==> src/rtl/sensing_spi_master.sv <==
// rtl/sensing_spi_master.sv - SPI mode-0 master that reads one 104-bit sensing frame per request
// Optional auto-trigger from adc_data_ready is built when SENSING_SPI_AUTO_TRIG_EN is defined.
module sensing_spi_master #(
    parameter int CLK_DIV  = 5,
    parameter int CS_SETUP = 2,
    parameter int CS_HOLD  = 2
) (
    input  logic        clk,
    input  logic        rst_n,
    input  logic        start,
`ifdef SENSING_SPI_AUTO_TRIG_EN
    input  logic        adc_data_ready,
`endif
    output logic        busy,
    output logic        done,
    output logic        spi_sck,
    output logic        spi_mosi,
    input  logic        spi_miso,
    output logic        spi_cs_n,
    output logic [15:0] adc_ch0,
    output logic [15:0] adc_ch1,
    output logic [15:0] adc_ch2,
    output logic [15:0] adc_ch3,
    output logic [31:0] sample_cnt,
    output logic        stale
);
    typedef enum logic [1:0] {IDLE, SETUP, SHIFT, HOLD} state_t;

    localparam logic [7:0]  CMD      = 8'h80;
    localparam logic [6:0]  LAST_BIT = 7'd103;
    localparam logic [15:0] DIV_M1   = 16'(CLK_DIV - 1);
    localparam logic [15:0] SETUP_M1 = 16'(CS_SETUP - 1);
    localparam logic [15:0] HOLD_M1  = 16'(CS_HOLD - 1);

    state_t             state_q, state_d;
    logic [15:0]        cnt_q, cnt_d;
    logic [6:0]         bit_q, bit_d;
    logic               sck_q, sck_d;
    logic               cs_n_q, cs_n_d;
    logic               busy_q, busy_d;
    logic               done_q, done_d;
    logic [7:0]         tx_q, tx_d;
    logic [95:0]        rx_q, rx_d;
    logic [3:0][15:0]   ch_q, ch_d;
    logic [31:0]        scnt_q, scnt_d;
    logic               stale_q, stale_d;
    logic               first_q, first_d;
    logic               trig;

`ifdef SENSING_SPI_AUTO_TRIG_EN
    // Two synchronizer flops plus one history flop for rising-edge detection.
    logic [2:0] rdy_q;
    always_ff @(posedge clk) begin
        if (!rst_n) rdy_q <= 3'b000;
        else        rdy_q <= {rdy_q[1:0], adc_data_ready};
    end
    assign trig = start | (rdy_q[1] & ~rdy_q[2]);
`else
    assign trig = start;
`endif

    always_comb begin
        state_d = state_q;
        cnt_d   = cnt_q;
        bit_d   = bit_q;
        sck_d   = sck_q;
        cs_n_d  = cs_n_q;
        busy_d  = busy_q;
        done_d  = 1'b0;
        tx_d    = tx_q;
        rx_d    = rx_q;
        ch_d    = ch_q;
        scnt_d  = scnt_q;
        stale_d = stale_q;
        first_d = first_q;
        if (done_q) busy_d = 1'b0;
        case (state_q)
            IDLE: begin
                // busy_q still high in the done cycle, so a start there is ignored.
                if (trig && !busy_q) begin
                    state_d = SETUP;
                    cnt_d   = '0;
                    bit_d   = '0;
                    cs_n_d  = 1'b0;
                    busy_d  = 1'b1;
                    tx_d    = CMD;
                end
            end
            SETUP: begin
                if (cnt_q == SETUP_M1) begin
                    state_d = SHIFT;
                    cnt_d   = '0;
                    sck_d   = 1'b1;
                end else begin
                    cnt_d = cnt_q + 16'd1;
                end
            end
            SHIFT: begin
                if (sck_q && cnt_q == '0) rx_d = {rx_q[94:0], spi_miso};
                if (cnt_q == DIV_M1) begin
                    cnt_d = '0;
                    if (sck_q) begin
                        sck_d = 1'b0;
                        tx_d  = {tx_q[6:0], 1'b0};
                    end else if (bit_q == LAST_BIT) begin
                        state_d = HOLD;
                    end else begin
                        sck_d = 1'b1;
                        bit_d = bit_q + 7'd1;
                    end
                end else begin
                    cnt_d = cnt_q + 16'd1;
                end
            end
            HOLD: begin
                if (cnt_q == HOLD_M1) begin
                    state_d = IDLE;
                    cnt_d   = '0;
                    cs_n_d  = 1'b1;
                    done_d  = 1'b1;
                    ch_d[0] = rx_q[95:80];
                    ch_d[1] = rx_q[79:64];
                    ch_d[2] = rx_q[63:48];
                    ch_d[3] = rx_q[47:32];
                    scnt_d  = rx_q[31:0];
                    stale_d = !first_q && (rx_q[31:0] == scnt_q);
                    first_d = 1'b0;
                end else begin
                    cnt_d = cnt_q + 16'd1;
                end
            end
            default: state_d = IDLE;
        endcase
    end

    always_ff @(posedge clk) begin
        if (!rst_n) begin
            state_q <= IDLE;
            cnt_q   <= '0;
            bit_q   <= '0;
            sck_q   <= 1'b0;
            cs_n_q  <= 1'b1;
            busy_q  <= 1'b0;
            done_q  <= 1'b0;
            tx_q    <= '0;
            rx_q    <= '0;
            ch_q    <= '0;
            scnt_q  <= '0;
            stale_q <= 1'b0;
            first_q <= 1'b1;
        end else begin
            state_q <= state_d;
            cnt_q   <= cnt_d;
            bit_q   <= bit_d;
            sck_q   <= sck_d;
            cs_n_q  <= cs_n_d;
            busy_q  <= busy_d;
            done_q  <= done_d;
            tx_q    <= tx_d;
            rx_q    <= rx_d;
            ch_q    <= ch_d;
            scnt_q  <= scnt_d;
            stale_q <= stale_d;
            first_q <= first_d;
        end
    end

    assign busy       = busy_q;
    assign done       = done_q;
    assign spi_sck    = sck_q;
    assign spi_mosi   = tx_q[7];
    assign spi_cs_n   = cs_n_q;
    assign adc_ch0    = ch_q[0];
    assign adc_ch1    = ch_q[1];
    assign adc_ch2    = ch_q[2];
    assign adc_ch3    = ch_q[3];
    assign sample_cnt = scnt_q;
    assign stale      = stale_q;
endmodule
==> config.mk <==
export PLATFORM = sky130hd
export DESIGN_NAME = sensing_spi_master
export DESIGN_NICKNAME = d
export VERILOG_FILES = /design/src/rtl/sensing_spi_master.sv
export SDC_FILE = /design/constraint.sdc
export NUM_CORES = 1
export LEC_CHECK = 0
export BUFFER_PORTS_ARGS = -buffer_cell sky130_fd_sc_hd__buf_2
export CAP_MARGIN = 20
export CORE_MARGIN = 4
export CORE_UTILIZATION = 51
export CTS_CLUSTER_DIAMETER = 50
export DETAILED_ROUTE_END_ITERATION = 10
export PLACE_DENSITY_LB_ADDON = 0.2
export SYNTH_ARGS = -nofsm -noshare
export SYNTH_HDL_FRONTEND = slang
export SYNTH_SLANG_ARGS = --single-unit
==> constraint.sdc <==
create_clock -name clk -period 3.7 [get_ports clk]
set_input_delay 0.185 -clock clk [delete_from_list [all_inputs] [get_ports clk]]
set_output_delay 0.185 -clock clk [all_outputs]
set_load 0.005 [all_outputs]
==> After elaboration in Yosys (flattened, before gate mapping) <==
Index checks and enable logic that the tools add are counted.
{ "word_totals": {"ff_bits": 231, "in_bits": 4, "output_inout_bits": 102, "elab_cells": 83} }
{ "classes": {"addsub": 2, "eq_ne": 15, "n_mux": 31, "n_reduce_logical": 19} }
{ "op_table": {"columns": ["operator", "count"], "rows": [
  ["$mux 16", 3],
  ["$pmux 16 s3", 1],
  ["$eq 32x32->1", 1],
  ["$mux 7", 4],
  ["$mux 8", 3],
  ["$add 16x1->16 const B", 1],
  ["$eq 16x1->1 const B", 1],
  ["$eq 16x3->1 const B", 1],
  ["$logic_not 16->1", 1],
  ["$ne 2x2->1 const B", 8],
  ["$pmux 8 s2", 1],
  ["$pmux 7 s2", 1],
  ["$mux 2", 6],
  ["$mux 1", 9],
  ["$pmux 2 s4", 1],
  ["$add 7x1->7 const B", 1],
  ["$eq 7x7->1 const B", 1],
  ["$reduce_and 2->1", 3],
  ["$reduce_and 3->1", 2],
  ["$reduce_and 6->1", 1],
  ["$reduce_bool 2->1", 3],
  ["$reduce_and 5->1", 1],
  ["$eq 2x2->1 const B", 2],
  ["$pmux 1 s2", 2],
  ["other kinds (6)", 9]
]} }

==> Logic depth before layout (Yosys ltp) <==
{ "logic_depth": {"word_depth": 5, "depth_mapped": 9, "depth_no_buf": 7} }

==> Worst setup path before layout <==
Ideal clock, no wire load.
{ "synth_path": {"path_kind": "register -> register", "startpoint": "reg cnt_q[0]", "endpoint": "reg bit_q[2]", "setup_time_ps": 122, "t_arrival_ps": 1858, "required_time_ps": 3578, "path_slack_ps": 1720, "stages_incl_launch_ff": 8, "path_buffers": 0, "synth_period_minus_slack_ps": 1980, "cell_sequence": "dfxtp_1 > inv_1 > ha_1 > nor4bb_1 > a41o_1 > o211ai_1 > and2_1 > a221o_1"} }
{ "synth_between": {"elab_chain_len": 3} }
{ "synth_rtl": {"columns": ["element", "line", "source"], "rows": [
  ["start: declaration", "36", "logic [15:0] cnt_q, cnt_d;"],
  ["start signal: assignment", "153", "cnt_q <= cnt_d;"],
  ["$eq 16x3->1", "100", "if (cnt_q == DIV_M1) begin"],
  ["$ne 2x2->1 (no source line)", null, null],
  ["$reduce_and 5->1 (no source line)", null, null],
  ["end signal: assignment", "154", "bit_q <= bit_d;"],
  ["end: declaration", "37", "logic [6:0] bit_q, bit_d;"]
]} }
No other way between the ends.
A chain may end at the register's enable or synchronous reset.

==> Worst setup path in the final report <==
{ "layout_path": {"startpoint": "reg cnt_q[3]", "endpoint": "reg rx_q[24]"} }
{ "layout_between": {"elab_chain_len": 3} }
{ "layout_rtl": {"columns": ["element", "line", "source"], "rows": [
  ["$logic_not 16->1", "99", "if (sck_q && cnt_q == '0) rx_d = {rx_q[94:0], spi_miso};"],
  ["$logic_and 1x1->1", "99", null],
  ["$reduce_and 2->1 (no source line)", null, null],
  ["end signal: assignment", "160", "rx_q <= rx_d;"],
  ["end: declaration", "43", "logic [95:0] rx_q, rx_d;"]
]} }
No other way between the ends.

==> impl_metrics.ini <==
[synthesis]
synth_cells = 1105
synth_area_leaders = dfxtp_1 48%, nand2_1 17%, a21boi_0 13%
ys.flop_type = dfxtp_1
synth_warnings = 0
yosys.area.top_type = dfxtp_1
ys_ff_latch = 224
synth_edf_count = 0
synth_top_cell_area_share_pct = 48.5
synth_fp_nets = 1118
ys_seq_area_share_pct = 48.5
yosysMostFrequentCell = nand2_1
syn_avg_cell_area_sq_um = 8.37
async_flop_share_pct = 0
ys_types = 47
ys_top_cells_by_count = 413 x nand2_1, 224 x dfxtp_1, 156 x a21boi_0
syn_area_sq_um = 9250

[drt]
finalWirelength_mm = 19.3
drt_iter0_markers = 434
wire_per_inst_microns = 13.6
drc_errors = 0
dr.pass1.iters = 5
via_per_inst = 5.18
postRouteAntennaNets = 0
vias = 7348

[sta]
fin_crit_sh_pct = 67.7
skew_ns = 0.00761
fin_setup_tns_ns = 0
hold_violations = 0
period_needed_ns = 2.50
rsz0062_at_grt = false
fmax_mhz = 399
slew_headroom_pct = 28.1
tightest_slew_ns = 1.08
setup_viol = 0
maxSlewViolCount = 0

[layout]
num-fill-cells = 1599
nNetsFinal = 1186
antenna_cells_inserted = 0
area_growth_pct = 16.0
drive_gt1_share_pct = 13.8
finalCoreUtilization_pct = 61.2
fin_cells = 1418

[critical_path]
r2r_start = cnt_q[3]
crit_fanout = 96
cp_slowest_cell = or4_4
crit_type = flip-flop to flip-flop
ff2ff_setup_slack_ns = 1.20
path_buf_inv = 0
critical_path.endpoint_type = flip-flop
critical-path-top-delay-family = simple AND/OR/NAND/NOR gates
reg2reg_to = rx_q[24]
critPathArrivalTime_ns = 2.90
critPathRequiredTime_ns = 4.09
cp-start-kind = flip-flop
crit_chain = nor3_1, nand4_1, or4_4, nand2_1, a21boi_1
reg2reg_depth = 5
max_stage_delay_ns = 0.94

[power_and_ir_drop]
power_leakage_nw = 3.91
p_total_w = 0.00551
peakVddDrop_mv = 0.351
power_density_nw_per_um2 = 514

[clocking]
postCtsSetupBuffers = 0
cts_tree = yes
cts_buffers = 26
clock_sinks = 224
clock_latency_ns = 0.51
cts-root-buf = clkbuf_16
cts_buffer_depth = 3
clk_pin_slew_ns = 0.06
h-tree-depth = 1

[worst_hold_path]
min_delay_path_depth = 3
hold-path-endpoint = busy
hp-class = input pin to flip-flop
min_from = start

[place]
port_buffers = 105
place_hpwl_mm = 11.9
gp_congestion = 0.802
placed_cells = 1368

[floorplanning]
die_height_microns = 143
start_util_pct = 52.7
io_pins = 106
die_x_microns = 143
fp.dieArea_sq_um = 20400
core_sq_um = 17500
rows = 48

[job]
maxCapViolCount = 0

[grt]
grt_pass1_vias = 6808
grt.total_usage_pct = 18.7
grt_pass1_wl_mm = 32.5
grt_max_degree = 132
antenna_found_initial = 0
grt-ovfl-total = 0

[run_status]
outcome = complete, no violations
sequential cells by signal, summed over array words and instances (netlist names), 2 cells and up:
| register | count |
|---|---|
| adc_ch2 | 16 |
| bit_q | 7 |
| adc_ch3 | 16 |
| state_q | 2 |
| sample_cnt | 32 |
| adc_ch0 | 16 |
| adc_ch1 | 16 |
| cnt_q | 16 |
| rx_q | 96 |
final cells by class:
type / instances / area, sq um / share of cell area, %
Multi-Input combinational cell: 795 / 4400 / 41.0
Clock buffer: 35 / 746 / 6.95
Sequential cell: 224 / 4480 / 41.8
Tap cell: 225 / 282 / 2.62
Inverter: 12 / 45.0 / 0.420
Clock inverter: 13 / 160 / 1.49
Timing Repair Buffer: 114 / 613 / 5.71
cells in the final DEF (no fill, tap or decap), types with 5 or more instances in the layout:
master	Yosys	routed
nand2_1	413	413
dfxtp_1	224	224
a21boi_0	156	156
buf_2	17	104
a21boi_1	40	40
xnor2_1	31	31
clkbuf_16	0	27
nand3_1	20	19
nand4_1	13	13
inv_1	12	12
nor2_1	11	11
a21oi_1	11	11
o21ai_0	11	11
a31oi_1	10	10
ha_1	9	9
buf_4	4	7
nor3_1	5	5
nor2b_1	5	5
and2_1	5	5
and3_1	6	5
clkinv_2	0	5
routing by layer:
metal  vias up  part of all wire, %  track usage, %
met5         -                    0               0
li1       3784                    -               -
met4         0                  1.0            3.70
met2       124                   44            30.7
met1      3423                   50            26.1
met3        17                  4.7            3.38
report_power, final:
part	internal, W	leakage (nW)	switching [W]
Combinational	0.000153	1.65	0.000259
Clock	0.00164	0.448	0.00100
Sequential	0.00244	1.80	0.0000283
Total	0.00423	3.91	0.00129
through the flow:
step / worst slack [ns] / instance area [sq um] / hold slack [ns]
floorplan: 1.72 / 9250 / 0.330
detailed placement: 1.22 / 9800 / 0.436
global placement: 1.26 / 9800 / 0.430
global route: 0.947 / 10700 / 0.136
finish: 1.20 / 10700 / 0.109
CTS: 1.20 / 10700 / 0.0929
cells by family after synthesis:
group | after synthesis | share of synthesized area [%]
mux | 5 | 0.555
buf+inv | 86 | 4.29
xor+xnor | 34 | 3.22
fa+ha+maj | 9 | 1.22
compound gates | 242 | 19.1
flops | 224 | 48.5
simple gates | 505 | 23.1
tightest hold or removal path, stage by stage:
cell and delay (ns):
buf_2 0.11, nand3b_1 0.17, a21boi_0 0.10
worst max-delay path by stage:
| stage | from | endpoint | slack (ns) | cells after the start |
|---|---|---|---|---|
| 3_3_place_gp | cnt_q[3] | adc_ch0[13] | 1.26 | 6 |
| 5_1_grt | state_q[0] | cnt_q[5] | 0.95 | 7 |
| 3_5_place_dp | state_q[0] | cnt_q[14] | 1.22 | 7 |
| 6_report | cnt_q[3] | rx_q[24] | 1.20 | 5 |
| 2_1_floorplan | cnt_q[0] | bit_q[2] | 1.72 | 7 |
| 4_1_cts | cnt_q[3] | rx_q[24] | 1.20 | 5 |
what timing repair did:
action,in CTS,in global routing
endpoints found under the hold margin,3,0
gates resized for setup,0,0
hold buffers,2,0
No activity file was read; power rests on OpenSTA's default activity.
